--- src/rtl/multiword_add_sequencer.sv ---
// Wide adder built by time-multiplexing one N-bit ripple-carry slice over WORDS
// cycles, least-significant word first, with the inter-slice carry held in a register.

module parameterized_rca #(
  parameter int N = 4
) (
  input  logic [N-1:0] a,
  input  logic [N-1:0] b,
  input  logic         cin,
  output logic [N-1:0] s,
  output logic         cout
);

  logic [N:0] c;

  assign c[0] = cin;

  for (genvar i = 0; i < N; i++) begin : g_fa
    assign s[i]   = a[i] ^ b[i] ^ c[i];
    assign c[i+1] = (a[i] & b[i]) | (c[i] & (a[i] ^ b[i]));
  end

  assign cout = c[N];

endmodule

module multiword_add_sequencer #(
  parameter int N     = 4,
  parameter int WORDS = 4,
  localparam int W    = N * WORDS
) (
  input  logic         clk,
  input  logic         rst_n,
  input  logic         start,
  input  logic [W-1:0] a,
  input  logic [W-1:0] b,
  input  logic         cin,
  output logic         busy,
  output logic         done,
  output logic [W-1:0] sum,
  output logic         cout
);

  localparam int IDX_W = (WORDS > 1) ? $clog2(WORDS) : 1;

  typedef enum logic {IDLE, RUN} state_t;

  state_t           state, state_nx;
  logic [W-1:0]     a_sr, b_sr, acc;
  logic [W-1:0]     a_sr_nx, b_sr_nx, acc_nx;
  logic             carry;
  logic [IDX_W-1:0] idx;
  logic [N-1:0]     slice_s;
  logic             slice_c;
  logic             accept, last;

  parameterized_rca #(.N(N)) u_rca (
    .a    (a_sr[N-1:0]),
    .b    (b_sr[N-1:0]),
    .cin  (carry),
    .s    (slice_s),
    .cout (slice_c)
  );

  // With a single word there is nothing left to shift; the slice is the whole result.
  if (WORDS == 1) begin : g_one
    assign acc_nx  = slice_s;
    assign a_sr_nx = '0;
    assign b_sr_nx = '0;
  end else begin : g_multi
    assign acc_nx  = {slice_s, acc[W-1:N]};
    assign a_sr_nx = {{N{1'b0}}, a_sr[W-1:N]};
    assign b_sr_nx = {{N{1'b0}}, b_sr[W-1:N]};
  end

  assign last = (idx == IDX_W'(WORDS - 1));
  assign busy = (state == RUN);

  always_comb begin
    state_nx = state;
    accept   = 1'b0;
    case (state)
      IDLE: begin
        if (start) begin
          accept   = 1'b1;
          state_nx = RUN;
        end
      end
      RUN: begin
        if (last) state_nx = IDLE;
      end
      default: state_nx = IDLE;
    endcase
  end

  always_ff @(posedge clk or negedge rst_n) begin
    if (!rst_n) state <= IDLE;
    else        state <= state_nx;
  end

  always_ff @(posedge clk or negedge rst_n) begin
    if (!rst_n) begin
      a_sr  <= '0;
      b_sr  <= '0;
      acc   <= '0;
      carry <= 1'b0;
      idx   <= '0;
      done  <= 1'b0;
      sum   <= '0;
      cout  <= 1'b0;
    end else begin
      done <= 1'b0;
      if (accept) begin
        a_sr  <= a;
        b_sr  <= b;
        carry <= cin;
        idx   <= '0;
        acc   <= '0;
      end else if (state == RUN) begin
        acc   <= acc_nx;
        a_sr  <= a_sr_nx;
        b_sr  <= b_sr_nx;
        carry <= slice_c;
        idx   <= last ? '0 : idx + IDX_W'(1);
        // Final slice: publish the assembled result; sum/cout hold otherwise.
        if (last) begin
          sum  <= acc_nx;
          cout <= slice_c;
          done <= 1'b1;
        end
      end
    end
  end

endmodule

--- config.mk ---
export PLATFORM = sky130hd
export DESIGN_NAME = multiword_add_sequencer
export DESIGN_NICKNAME = d
export VERILOG_FILES = /design/src/rtl/multiword_add_sequencer.sv
export SDC_FILE = /design/constraint.sdc
export NUM_CORES = 1
export LEC_CHECK = 0
export ABC_CLOCK_PERIOD_IN_PS = 5650
export CAP_MARGIN = 5
export CORE_UTILIZATION = 55
export DETAILED_ROUTE_END_ITERATION = 8
export PLACE_DENSITY = 0.86
export SLEW_MARGIN = 30
export SYNTH_ARGS = -nofsm -noshare
export SYNTH_HDL_FRONTEND = slang
export SYNTH_SLANG_ARGS = --single-unit
--- constraint.sdc ---
create_clock -name clk -period 5.65 [get_ports clk]
set_input_delay 1.695 -clock clk [delete_from_list [all_inputs] [get_ports clk]]
set_output_delay 1.695 -clock clk [all_outputs]
set_load 0.05 [all_outputs]
==> results of run 1 <==
==> logic make-up (layout without fill, tap and decap cells) <==
family / Yosys count / count (layout)
compound gates: 36 / 36
simple gates: 49 / 49
buf+inv: 27 / 82
fa+ha+maj: 5 / 5
mux: 54 / 54
flops: 66 / 66
==> power by group <==
part	switching [mW]	internal [mW]	total [mW]
Combinational	0.473	0.323	0.796
Sequential	0.105	0.658	0.764
Clock	0.154	0.154	0.308
==> critical path: stages, from the launching register on <==
cell,delay [ns]
dfrtp_2,0.34
buf_4,0.57
clkdlybuf4s50_1,0.93
==> metrics by stage <==
stage | setup WS (ns) | util [%] | hold WS (ns)
global route | 1.67 | 73.0 | 0.515
finish | 1.78 | 73.0 | 0.483
CTS | 1.76 | 73.0 | 0.485
detailed placement | 2.13 | 70.0 | 0.463
floorplan | 3.26 | - | 0.449
global placement | 2.14 | 70.0 | 0.460
==> layout make-up <==
| cell class | count | area share, % |
|---|---|---|
| clock inverters | 1 | 0.141 |
| clock buffers | 13 | 3.90 |
| well taps | 67 | 2.35 |
| inverters | 12 | 1.26 |
| flip-flops and latches | 66 | 46.4 |
| multi-input cells | 144 | 30.5 |
| repair buffers | 56 | 15.4 |
==> registers in the layout (all words and copies together) (netlist names) <==
register / count
a_sr: 16
acc: 12
b_sr: 16
busy: 1
carry: 1
cout: 1
done: 1
idx: 2
sum: 16
==> placed cells by master (no fill, tap or decap), drive strengths merged <==
master	synthesis	layout
nand2b	8	8
clkdlybuf4s50	0	52
fa	4	4
ha	1	1
clkinv	0	1
dfrtp	66	66
mux2i	40	40
nand2	31	31
inv	12	12
a22o	6	6
buf	11	4
clkbuf	4	13
o21ai	30	30
nor2	10	10
mux2	14	14
==> layer usage <==
metal	vias up	wire length, um	part of all wire [%]
li1	901	-	-
met4	0	120	2.5
met5	-	0	0
met3	11	187	3.8
met2	52	2290	47
met1	859	2290	47
==> worst paths after layout <==
check                      startpoint       to  cells after the start
hold / removal                b_sr[5]  b_sr[1]                      2
setup reg to reg              a_sr[0]  sum[15]                      8
min in group asynchronous       rst_n   acc[4]                      1
max in group asynchronous       rst_n     done                      2
hold reg to reg               b_sr[5]  b_sr[1]                      2
setup / recovery                 busy     busy                      2
==> summary.txt, run 1 <==
Top cells by count, synth: dfrtp_1, mux2i_1, nand2_1, o21ai_0, inv_1
Clock Sinks: 66
Leakage Power: 1.72 nW
Final WL: 4890 um
GRT met2 Usage: 32.0%
Syn Nets: 278
Core Region: 0.00488 mm^2
Worst path required time: 3.95 ns
Avg Inst Size Synth: 12.1 um^2
Share of the synthesized area in the top cell type: 57.4%
Worst min path class: reg2reg
CTS tree: built
Cells after DPL: 345
HPWL after detailed placement: 3270 um
Fmax: 0.258 GHz
Fin Setup TNS: 0 ns
Overflow left after global routing: 0
P per Cell Area: 525 mW/mm^2
Syn Inst Count: 237
Met3 Track Usage GR: 3.93%
Post-CTS Hold Fix Bufs: 0
Min Tclk post-route: 3.88 ns
Endpoints failing setup: 0
Sequential area share after synthesis: 57.4%
Slew HR: 52.2%
Final ANT Viol Nets: 0
Synth Flop Type: dfrtp_1
Die span in y: 74.3 um
Worst slew pin tran: 0.717 ns
Post-Synth Adder-Cell Area: 3.22%
DRC Markers: 0
Final hold violation count: 0
Initial DRC Count: 66
Max Cap Viol: 0
Final GP Congestion: 0.721
Fillers: 361
Multiplexer share of the synthesized area: 20.2%
Multi-input gate area: 0.00109 mm^2
Unrepaired setup endpoints after global routing: no
Die X-Extent: 74.3 um
Setup Fix Bufs, Post-CTS: 0
Top-count cell post-synth: dfrtp_1
FF+latch area: 0.00165 mm^2
Post-synth cell types: 18
Largest net degree at the start of global routing: 82
Final Slew Violations: 0
CTS clk-pin slew, worst paths: 0.06 ns
Routed vias/inst: 5.08
ANT cells: 0
Maximum VDD drop: 0.266 mV
Yosys top cell by area: dfrtp_1
Largest cells by area after synthesis: dfrtp_1, mux2i_1, o21ai_0
Met1 usage: 29.4%
Die area: 0.00552 mm^2
Post-route insts no fill: 359
Worst skew pair latency: 0.33 ns
Mapped cell area: 0.00288 mm^2
Setup Skew: 0.00867 ns
Nets: 330
Yosys warns: 0
Post-DP Area: 0.00342 mm^2
Layout cells sized above 1: 10.3%
# rows: 25
TritonCTS Buffers: 9
First-pass GRT wire length: 8510 um
Drt wl/cell: 13.6 um
Post-synthesis simple-gate area fraction: 7.35%
Ports: 55
Post-synth EDFFs: 0
Bufs on Longest Clock Path: 2
Effective utilization at floorplan: 58.9%
Drt pass-1 iters: 4
Clock root cell: clkbuf_8
CP startpoint kind: flip-flop
Status: completed
Port buffer count: 54
Post-synthesis xor/xnor area fraction: 0%
Synth-to-Final Area Change: 23.8%
Synth Area in Compound Gates: 7.05%
Total track usage: 21.5%
CP endpoint kind: output pin
Pwr Total: 1.87 mW
Post-synth ARST share: 100%
Final Cell Area: 0.00356 mm^2
Routed via count: 1,823
Crit-path max FO: 81
GRT busiest layer: met2
Reg-to-reg setup timing slack: 3.49 ns
Initial antenna violation count: 0
#FFs+latches synth: 66
Largest family of logic cells by synthesized area: multiplexers
Arrival time worst endpoint: 2.18 ns
CTS resizes: 0
Final worst-path cycle share: 68.6%
CTS H-tree lvls: 3
Vias in the first global route: 1,831
Crit Path Category: reg2out
Power figures use the tool's default switching activity.
==> run 2, diff against run 1 <==
--- a/config.mk
+++ b/config.mk
@@ -5,11 +5,11 @@
 export SDC_FILE = /design/constraint.sdc
 export NUM_CORES = 1
 export LEC_CHECK = 0
-export ABC_CLOCK_PERIOD_IN_PS = 5650
+export ABC_CLOCK_PERIOD_IN_PS = 3130
 export CAP_MARGIN = 5
-export CORE_UTILIZATION = 55
+export CORE_UTILIZATION = 46
 export DETAILED_ROUTE_END_ITERATION = 8
-export PLACE_DENSITY = 0.86
+export PLACE_DENSITY = 0.77
 export SLEW_MARGIN = 30
 export SYNTH_ARGS = -nofsm -noshare
 export SYNTH_HDL_FRONTEND = slang
==> constraint.sdc (replaced) <==
create_clock -name clk -period 3.13 [get_ports clk]
set_input_delay 0.939 -clock clk [delete_from_list [all_inputs] [get_ports clk]]
set_output_delay 0.939 -clock clk [all_outputs]
set_load 0.05 [all_outputs]
==> run 2 against run 1 <==
Compared with the run above: worst setup slack worse by 1.1 ns; clock power up 100%; critical path depth decreased by 1; cell area rose by 1.8%; sequential power increased by 81%; combinational power up 81%; clock skew shrank 0.0017 ns; flip-flop and latch count unchanged; critical path type unchanged; largest cell class unchanged.
==> summary.txt, run 2 (synthesized netlist as in run 1, its figures left out) <==
Fin Setup TNS: 0 ns (unchanged)
Port buffer count: 54 (unchanged)
Gate power share: 41.9% (-0.7 points)
CTS tree: built
Synth-to-Final Area Change: 26.1%
CP Cell Sequence: clkdlybuf4s50_1
TritonCTS Buffers: 9 (unchanged)
CP startpoint kind: flip-flop
CTS H-tree lvls: 3 (unchanged)
Min Tclk post-route: 2.42 ns
Post-DP Area: 0.00346 mm^2 (+1.2%)
Worst slew pin tran: 0.715 ns (-0.00176 ns)
CTS clk-pin slew, worst paths: 0.06 ns (about the same)
Crit Path Category: reg2out
Fmax: 0.412 GHz
Crit-path max FO: 2 (-98%)
Sw frac: 38.4% (-0.79 points)
Die X-Extent: 81.1 um (+9.1%)
Arrival time worst endpoint: 1.49 ns (-0.69 ns)
CP endpoint kind: output pin
Clock root cell: clkbuf_8
Ports: 55 (unchanged)
Final hold violation count: 0 (unchanged)
Initial DRC Count: 93 (+41%)
Post-route insts no fill: 367 (+2.2%)
Pwr Total: 3.43 mW (+84%)
Final worst-path cycle share: 77.5%
Commonest non-fill, non-tap cell in the layout: dfrtp_1
Bufs on Longest Clock Path: 2 (unchanged)
Die span in y: 81.1 um (+9.1%)
Nets: 331 (+0.30%)
Leakage Power: 1.75 nW (+1.6%)
Worst path required time: 2.19 ns (-1.76 ns)
Final ANT Viol Nets: 0 (unchanged)
Most frequent cells in the layout: dfrtp_1, clkdlybuf4s50_1, mux2i_1
Crit-path leading delay family: buffers and inverters
Final WL: 4840 um (-0.88%)
DRC Markers: 0 (unchanged)
Drt wl/cell: 13.2 um (-3.0%)
Final Cell Area: 0.00363 mm^2 (+1.8%)
Core Region: 0.00599 mm^2 (+23%)
Sequential Power Share: 40.1% (-0.8 points)
Clk pwr share: 18.0% (+1.5 points)
Worst min path class: reg2reg
Drt pass-1 iters: 4 (unchanged)
Setup Skew: 0.00695 ns (-0.00173 ns)
Setup Fix Bufs, Post-CTS: 0 (unchanged)
Post-CTS Hold Fix Bufs: 0 (unchanged)
Power Internal: 2.11 mW (+86%)
Unrepaired setup endpoints after global routing: no
Worst path slowest cell: clkdlybuf4s50_1
Routed vias/inst: 4.98 (-2.0%)
ANT cells: 0 (unchanged)
HPWL after detailed placement: 3360 um (+2.8%)
CP Buf/Inv Count: 1 (-1)
Slew HR: 52.3% (+0.12 points)
# rows: 28 (+12%)
Overflow left after global routing: 0 (unchanged)
Worst skew pair latency: 0.33 ns (about the same)
Effective utilization at floorplan: 48.0% (-11 points)
CTS resizes: 0 (unchanged)
Total track usage: 17.7% (-3.8 points)
Final Slew Violations: 0 (unchanged)
Switching Power: 1.32 mW (+80%)
P per Cell Area: 946 mW/mm^2 (+80%)
Initial antenna violation count: 0 (unchanged)
Vias in the first global route: 1,829 (-0.11%)
Die area: 0.00657 mm^2 (+19%)
Final GP Congestion: 0.693 (-3.9%)
Layout cells sized above 1: 11.3% (+1.0 points)
Status: completed
Endpoints failing setup: 0 (unchanged)
Routed via count: 1,827 (+0.22%)
Slowest stage delay, CP: 0.80 ns (-0.13 ns)
Clock Sinks: 66 (unchanged)
Maximum VDD drop: 0.490 mV (+85%)
First-pass GRT wire length: 8530 um (+0.25%)
Largest net degree at the start of global routing: 81 (-1.2%)
Cells after DPL: 354 (+2.6%)
Largest regs: a_sr x16, b_sr x16, sum x16
Max Cap Viol: 0 (unchanged)
==> run 2: changes by cell type in the layout (fill, tap and decap cells not counted), sizes merged <==
| cell | delta |
|---|---|
| clkinv | -1 |
| buf | +1 |
==> run 2: worst paths after layout <==
path,endpoint,from,slack (ns),depth (start not counted)
hold / removal,b_sr[1],b_sr[5],0.48,2
max in group asynchronous,b_sr[9],rst_n,1.87,2
setup reg to reg,sum[15],a_sr[0],0.97,8
hold reg to reg,b_sr[1],b_sr[5],0.48,2
setup / recovery,sum[15],sum[15],0.71,1
min in group asynchronous,sum[0],rst_n,0.63,1
==> run 2: metal layers <==
| metal | share of wire, % | GRT usage (%) | wire (um) | vias to the layer above |
|---|---|---|---|---|
| met5 | 0 | 0 | 0 | - |
| met4 | 1.8 | 8.57 | 87 | 0 |
| met3 | 4.3 | 5.28 | 208 | 9 |
| met2 | 47 | 27.1 | 2260 | 43 |
| met1 | 47 | 22.9 | 2290 | 876 |
| li1 | - | - | - | 899 |
==> run 2: through the flow <==
| step | hold WS (ns) | utilization [%] | worst slack, ns |
|---|---|---|---|
| after floorplan | 0.449 | - | 1.10 |
| after global placement | 0.461 | 57.7 | 1.05 |
| after detailed placement | 0.468 | 57.7 | 0.965 |
| after CTS | 0.486 | 60.5 | 0.677 |
| after global routing | 0.506 | 60.5 | 0.640 |
| final | 0.482 | 60.5 | 0.705 |
==> run 2: power groups by stage <==
stage | clock network, mW | registers (mW) | logic (mW)
finish | 0.617 | 1.38 | 1.44
global route | 0.683 | 1.42 | 1.58
CTS | 0.638 | 1.38 | 1.46
detailed placement | 0 | 1.40 | 1.46
global placement | 0 | 1.38 | 1.42
floorplan | 0 | 1.72 | 0.709
==> run 2: cell type report <==
cell class	instances	area, um^2
Fill cell	497	2360
Multi-Input combinational cell	144	1090
Timing Repair Buffer	57	578
Sequential cell	66	1650
Inverter	12	45.0
Tap cell	75	93.8
Clock buffer	13	169
